File: src/rtl/seg7_scan_driver.sv
// -----------------------------------------------------------------------------
// seg7_scan_driver
//   Time-multiplexed N-digit 7-segment display driver.
//   A packed hex/BCD word is written into a pending buffer. It moves into the
//   active buffer only at a frame boundary, so a frame on the glass never mixes
//   old and new digits. One digit is scanned per refresh slot. Each slot opens
//   with a guard window in which every anode is off, so the previous digit's
//   segments do not ghost onto the next digit. Optional leading-zero blanking
//   and a pin polarity select are provided.
//
// Parameters
//   N_DIGITS    digits driven (1..8), digit 0 = least significant nibble
//   REFRESH_DIV clk cycles per digit slot (>= GUARD+2)
//   GUARD       cycles at the start of each slot with all anodes off (>= 1)
//   HEX_EN      1: nibbles 10..15 show A,b,C,d,E,F; 0: they show blank
//   ACTIVE_LOW  1: seg, seg_dp and an are inverted at the pins
//
// Ports
//   clk        in   system clock, rising edge
//   rst_n      in   asynchronous active-low reset
//   load       in   capture value/dp_in into the pending buffer this cycle
//   value      in   packed nibbles, nibble k = digit k
//   dp_in      in   decimal point per digit, captured together with value
//   blank_lz   in   leading-zero blanking enable, sampled live
//   seg        out  {g,f,e,d,c,b,a}, seg[0] = a
//   seg_dp     out  decimal point of the digit being scanned
//   an         out  one-hot digit enable, an[k] lights digit k
//   frame_done out  1-cycle pulse after the scan wraps digit N_DIGITS-1 -> 0
// -----------------------------------------------------------------------------
module seg7_scan_driver #(
   parameter int N_DIGITS    = 4,
   parameter int REFRESH_DIV = 1000,
   parameter int GUARD       = 2,
   parameter int HEX_EN      = 1,
   parameter int ACTIVE_LOW  = 0
) (
   input  logic                    clk,
   input  logic                    rst_n,
   input  logic                    load,
   input  logic [4*N_DIGITS-1:0]   value,
   input  logic [N_DIGITS-1:0]     dp_in,
   input  logic                    blank_lz,
   output logic [6:0]              seg,
   output logic                    seg_dp,
   output logic [N_DIGITS-1:0]     an,
   output logic                    frame_done
);

   // --------------------------------------------------------------------------
   // Derived constants
   // --------------------------------------------------------------------------
   localparam int PW = (REFRESH_DIV > 1) ? $clog2(REFRESH_DIV) : 1;
   localparam int IW = (N_DIGITS > 1) ? $clog2(N_DIGITS) : 1;

   localparam logic [PW-1:0] PRESC_LAST = PW'(REFRESH_DIV - 1);
   localparam logic [PW-1:0] GUARD_END  = PW'(GUARD);
   localparam logic [IW-1:0] IDX_LAST   = IW'(N_DIGITS - 1);

   // Pin polarity: the internal datapath is always active-high and the
   // inversion is applied only when loading the output registers.
   localparam logic POL = (ACTIVE_LOW != 0);
   localparam logic SHOW_HEX = (HEX_EN != 0);

   localparam logic [6:0]          SEG_OFF = {7{POL}};
   localparam logic [N_DIGITS-1:0] AN_OFF  = {N_DIGITS{POL}};

   // --------------------------------------------------------------------------
   // State
   // --------------------------------------------------------------------------
   logic [PW-1:0]           prescaler_reg;
   logic [IW-1:0]           idx_reg;
   logic [4*N_DIGITS-1:0]   pending_value_reg;
   logic [N_DIGITS-1:0]     pending_dp_reg;
   logic [4*N_DIGITS-1:0]   active_value_reg;
   logic [N_DIGITS-1:0]     active_dp_reg;

   // --------------------------------------------------------------------------
   // Scan timing
   // --------------------------------------------------------------------------
   logic slot_end;
   logic frame_end;

   assign slot_end  = (prescaler_reg == PRESC_LAST);
   assign frame_end = slot_end && (idx_reg == IDX_LAST);

   // --------------------------------------------------------------------------
   // Per-digit views of the active buffer
   // --------------------------------------------------------------------------
   logic [3:0]          nibble [N_DIGITS];
   // upper_zero[k]: nibbles k..N_DIGITS-1 of the active word are all zero
   logic [N_DIGITS-1:0] upper_zero;

   genvar gi;
   generate
      for (gi = 0; gi < N_DIGITS; gi++) begin : g_digit
         assign nibble[gi]     = active_value_reg[4*gi +: 4];
         assign upper_zero[gi] = ~|active_value_reg[4*N_DIGITS-1:4*gi];
      end
   endgenerate

   // --------------------------------------------------------------------------
   // Segment decode, active-high {g,f,e,d,c,b,a}
   // --------------------------------------------------------------------------
   function automatic logic [6:0] decode(input logic [3:0] n);
      logic [6:0] s;
      case (n)
         4'h0:    s = 7'h3F;
         4'h1:    s = 7'h06;
         4'h2:    s = 7'h5B;
         4'h3:    s = 7'h4F;
         4'h4:    s = 7'h66;
         4'h5:    s = 7'h6D;
         4'h6:    s = 7'h7D;
         4'h7:    s = 7'h07;
         4'h8:    s = 7'h7F;
         4'h9:    s = 7'h6F;
         4'hA:    s = SHOW_HEX ? 7'h77 : 7'h00;
         4'hB:    s = SHOW_HEX ? 7'h7C : 7'h00;
         4'hC:    s = SHOW_HEX ? 7'h39 : 7'h00;
         4'hD:    s = SHOW_HEX ? 7'h5E : 7'h00;
         4'hE:    s = SHOW_HEX ? 7'h79 : 7'h00;
         default: s = SHOW_HEX ? 7'h71 : 7'h00;
      endcase
      return s;
   endfunction

   // --------------------------------------------------------------------------
   // Next output values, computed from the current prescaler/idx so that the
   // pins follow the scan state with exactly one cycle of latency.
   // --------------------------------------------------------------------------
   logic [3:0]          cur_nibble;
   logic                cur_blank;
   logic [6:0]          seg_next;
   logic                seg_dp_next;
   logic [N_DIGITS-1:0] an_next;
   logic [N_DIGITS-1:0] an_onehot;

   assign an_onehot = {{(N_DIGITS-1){1'b0}}, 1'b1} << idx_reg;

   always_comb begin
      cur_nibble  = nibble[idx_reg];
      // Digit 0 is never blanked so an all-zero word still shows a single 0.
      cur_blank   = blank_lz && (idx_reg != '0) && upper_zero[idx_reg];
      seg_next    = cur_blank ? 7'h00 : decode(cur_nibble);
      // The decimal point survives leading-zero blanking.
      seg_dp_next = active_dp_reg[idx_reg];
      // Segments already carry the new digit during the guard window; only
      // the anodes are held off to keep the previous digit from ghosting.
      an_next     = (prescaler_reg >= GUARD_END) ? an_onehot : '0;
   end

   // --------------------------------------------------------------------------
   // Prescaler and digit index
   // --------------------------------------------------------------------------
   always_ff @(posedge clk or negedge rst_n) begin
      if (!rst_n) begin
         prescaler_reg <= '0;
         idx_reg       <= '0;
      end else if (slot_end) begin
         prescaler_reg <= '0;
         idx_reg       <= (idx_reg == IDX_LAST) ? '0 : idx_reg + IW'(1);
      end else begin
         prescaler_reg <= prescaler_reg + PW'(1);
      end
   end

   // --------------------------------------------------------------------------
   // Double buffer. A load in the boundary cycle bypasses pending and lands in
   // active directly, so the very next frame already shows it.
   // --------------------------------------------------------------------------
   always_ff @(posedge clk or negedge rst_n) begin
      if (!rst_n) begin
         pending_value_reg <= '0;
         pending_dp_reg    <= '0;
         active_value_reg  <= '0;
         active_dp_reg     <= '0;
      end else begin
         if (load) begin
            pending_value_reg <= value;
            pending_dp_reg    <= dp_in;
         end
         if (frame_end) begin
            active_value_reg <= load ? value : pending_value_reg;
            active_dp_reg    <= load ? dp_in : pending_dp_reg;
         end
      end
   end

   // --------------------------------------------------------------------------
   // Output registers (polarity applied here only)
   // --------------------------------------------------------------------------
   always_ff @(posedge clk or negedge rst_n) begin
      if (!rst_n) begin
         seg        <= SEG_OFF;
         seg_dp     <= POL;
         an         <= AN_OFF;
         frame_done <= 1'b0;
      end else begin
         seg        <= seg_next ^ SEG_OFF;
         seg_dp     <= seg_dp_next ^ POL;
         an         <= an_next ^ AN_OFF;
         frame_done <= frame_end;
      end
   end

endmodule

File: config.mk
export PLATFORM = sky130hd
export DESIGN_NAME = seg7_scan_driver
export DESIGN_NICKNAME = d
export VERILOG_FILES = /design/src/rtl/seg7_scan_driver.sv
export SDC_FILE = /design/constraint.sdc
export NUM_CORES = 1
export LEC_CHECK = 0
export BUFFER_PORTS_ARGS = -buffer_cell sky130_fd_sc_hd__buf_2
export CAP_MARGIN = 10
export CORE_UTILIZATION = 55
export DETAILED_ROUTE_END_ITERATION = 6
export PLACE_DENSITY = 0.76
export SYNTH_ARGS = -nofsm -noshare
export SYNTH_HDL_FRONTEND = slang
export SYNTH_SLANG_ARGS = --single-unit
File: constraint.sdc
create_clock -name clk -period 2.8 [get_ports clk]
set_clock_uncertainty 0.15 [all_clocks]
set_input_delay 0.14 -clock clk [delete_from_list [all_inputs] [get_ports clk]]
set_output_delay 0.14 -clock clk [all_outputs]
set_load 0.005 [all_outputs]
==> summary.md <==
| Metric | Value |
|---|---|
| Routed wire length | `5.06 mm` |
| CTS root buf | `clkbuf_8` |
| Syn Area/Cell | `13.4 sq um` |
| Setup TNS Final | `0 ns` |
| Worst slew pin tran | `0.546 ns` |
| Max cap viols | `0` |
| Starting DRT DRC Count | `88` |
| Synth-to-Final Area Change | `20.4%` |
| Relative slew slack | `63.5%` |
| RSZ-0062 raised after global routing | `no` |
| Most common cell in the netlist | `dfrtp_1` |
| Final hold violations | `0` |
| # resized after CTS | `0` |
| CTS buffer count | `9` |
| IO buf count | `36` |
| CTS clk-pin slew, worst paths | `0.06 ns` |
| Fillers | `360` |
| Worst-path cell chain | `mux4_1 > inv_1 > ha_1 > and2_1 > o21ai_1 > a21oi_1` |
| Initial antenna violation count | `0` |
| Worst setup EP type | `flip-flop` |
| Fin crit share | `85.3%` |
| DP Area | `0.00323 sq mm` |
| CTS tree | `done` |
| Syn_nets | `260` |
| Min cycle time layout | `2.39 ns` |
| Crit path arrival time | `2.43 ns` |
| Starting density of the core | `58.0%` |
| Full die area | `0.00576 sq mm` |
| Global-route wire length before repair | `8.59 mm` |
| I/O pin cnt | `37` |
| # diodes | `0` |
| Gr usage total | `20.9%` |
| Detailed-route via count | `1932` |
| Max Buffers Root-to-Sink | `2` |
| Via density | `5.37` |
| P_leak | `1.67 nW` |
| Mapped Area | `0.00300 sq mm` |
| Gpl congestion | `0.836` |
| ANT nets after route | `0` |
| Post-synth ARST share | `100%` |
| Min-Delay Startpoint | `blank_lz` |
| Post-synth EDFFs | `0` |
| Worst-skew pair later-pin latency | `0.34 ns` |
| Mapped Cells | `224` |
| Vias in the first global route | `1867` |
| Status | `complete, no violations` |
| Pre-antenna DRT Iters | `6` |
| Synth Flop Type | `dfrtp_1` |
| Post-CTS Setup Inserts | `0` |
| Remaining global-route overflow | `0` |
| Post-synthesis register bit count | `65` |
| R2R depth | `6` |
| DIE HEIGHT | `75.9 microns` |
| Top cell type's share of synthesized area | `54.2%` |
| Crit-path max cell delay | `0.72 ns` |
| Post-CTS Hold Fix Bufs | `21` |
| Post-layout net count | `322` |
| Worst min-delay path endpoint | `seg[1]$_DFF_PN0_` |
| WHS Path Cells | `4` |
| Largest net degree at the start of global routing | `30` |
| RR Endpoint | `seg[3]$_DFF_PN0_` |
| Die W | `75.9 microns` |
| Share of cells above drive strength 1 | `29.0%` |
| Max VDD drop | `0.324 mV` |
| Most frequent cells after synthesis | `dfrtp_1 (65), mux2_2 (21), mux2_1 (19)` |
| Pre-CTS setup slack | `0.458 ns` |
| FMAX | `419 MHz` |
| Kind of critical path | `flip-flop to flip-flop` |
| Sequential-to-total area share from yosys stat | `54.2%` |
| Sink Count | `65` |
| WL per Instance | `14.0 microns` |
| Power Density | `500 mW/mm^2` |
| WHS | `0.0710 ns` |
| Hold WC Path Type | `input port to flip-flop` |
| Top post-synthesis cells by area | `dfrtp_1 (54%), mux2_2 (7.9%), mux2_1 (7.1%)` |
| Fin area | `0.00361 sq mm` |
| Synth area leader | `dfrtp_1` |
| DP HPWL | `3.47 mm` |
| Max Transition Viols Final | `0` |
| Core box area | `0.00517 sq mm` |
| Row count | `26` |
| Crit-path slowest cell | `mux4_1` |
| Worst Path Required | `2.84 ns` |
| Number of H-tree levels | `3` |
| RR Startpoint | `idx_reg[0]$_DFFE_PN0N_` |
| Worst-path fanout max | `9` |
| Final setup vio count | `0` |
| Worst setup SP type | `flip-flop` |
| Library cells used by synthesis | `40` |
| DR DRC count | `0` |
| Final worst slack | `0.411 ns` |
| Ys Warns | `0` |
| R2R Setup Slk | `0.41 ns` |
==> placed cells by master, fill, tap and decap left out, types with 4 or more instances in the layout <==
cell | synthesis | layout
nand3_1 | 6 | 6
nor2_1 | 11 | 11
clkbuf_8 | 0 | 9
nor4_1 | 6 | 6
a21oi_1 | 4 | 4
mux2_1 | 19 | 19
ha_1 | 12 | 12
o21ai_1 | 7 | 7
mux2_2 | 21 | 21
o21ai_0 | 4 | 4
nand2_1 | 6 | 6
buf_4 | 1 | 4
buf_2 | 1 | 36
inv_1 | 7 | 7
and2_1 | 6 | 6
dlygate4sd3_1 | 0 | 21
xnor2_1 | 6 | 6
dfrtp_1 | 65 | 65
==> area by class of cell <==
type | instances | area (sq um) | area share [%]
clock buffers | 11 | 131 | 3.64
clock inverters | 4 | 45.0 | 1.25
inverters | 8 | 30.0 | 0.831
multi-input cells | 141 | 1270 | 35.2
flip-flops and latches | 65 | 1630 | 45.0
well taps | 70 | 87.6 | 2.42
repair buffers | 61 | 420 | 11.6
==> worst max-delay path by stage <==
stage                                 startpoint  slack (ns)               end
after floorplan           idx_reg[0]$_DFFE_PN0N_        0.69  seg[3]$_DFF_PN0_
after global placement    idx_reg[0]$_DFFE_PN0N_        0.53  seg[3]$_DFF_PN0_
after detailed placement  idx_reg[0]$_DFFE_PN0N_        0.46  seg[3]$_DFF_PN0_
after CTS                 idx_reg[0]$_DFFE_PN0N_        0.44  seg[3]$_DFF_PN0_
after global routing      idx_reg[0]$_DFFE_PN0N_        0.23  seg[4]$_DFF_PN0_
final                     idx_reg[0]$_DFFE_PN0N_        0.41  seg[3]$_DFF_PN0_
==> report_power, final <==
group	total, mW	switching, mW	internal, mW	leakage, nW
logic	0.103	0.0449	0.0583	0.765
clock network	0.730	0.328	0.402	0.0929
registers	0.975	0.00703	0.968	0.812
total	1.81	0.380	1.43	1.67
==> routing by layer <==
metal / vias to the layer above / routed length, microns / global-route usage (%)
met2: 56 / 2340 / 31.3
met3: 10 / 245 / 5.69
met4: 0 / 93 / 10.9
met5: - / 0 / 0
li1: 923 / - / -
met1: 943 / 2380 / 28.0
==> metrics by stage <==
step	cells	total power [mW]	util (%)
after floorplan	224	1.03	-
after global placement	324	1.07	62.4
after detailed placement	324	1.08	62.4
after CTS	360	1.83	69.9
after global routing	360	1.88	69.9
final	360	1.81	69.9
==> logic make-up after synthesis <==
kind of cell | share of synthesized area, %
flops | 54.2
simple gates | 9.25
mux | 20.6
compound gates | 5.25
buf+inv | 3.42
fa+ha+maj | 5.00
xor+xnor | 2.33
==> critical path: cells and delay by family (launching register included) <==
kind | cells | cell delay (ns)
compound gates | 2 | 0.23
simple gates | 1 | 0.14
mux | 1 | 0.72
flops | 1 | 0.58
fa+ha+maj | 1 | 0.26
buf+inv | 1 | 0.17
(Power assumes the default switching activity.)
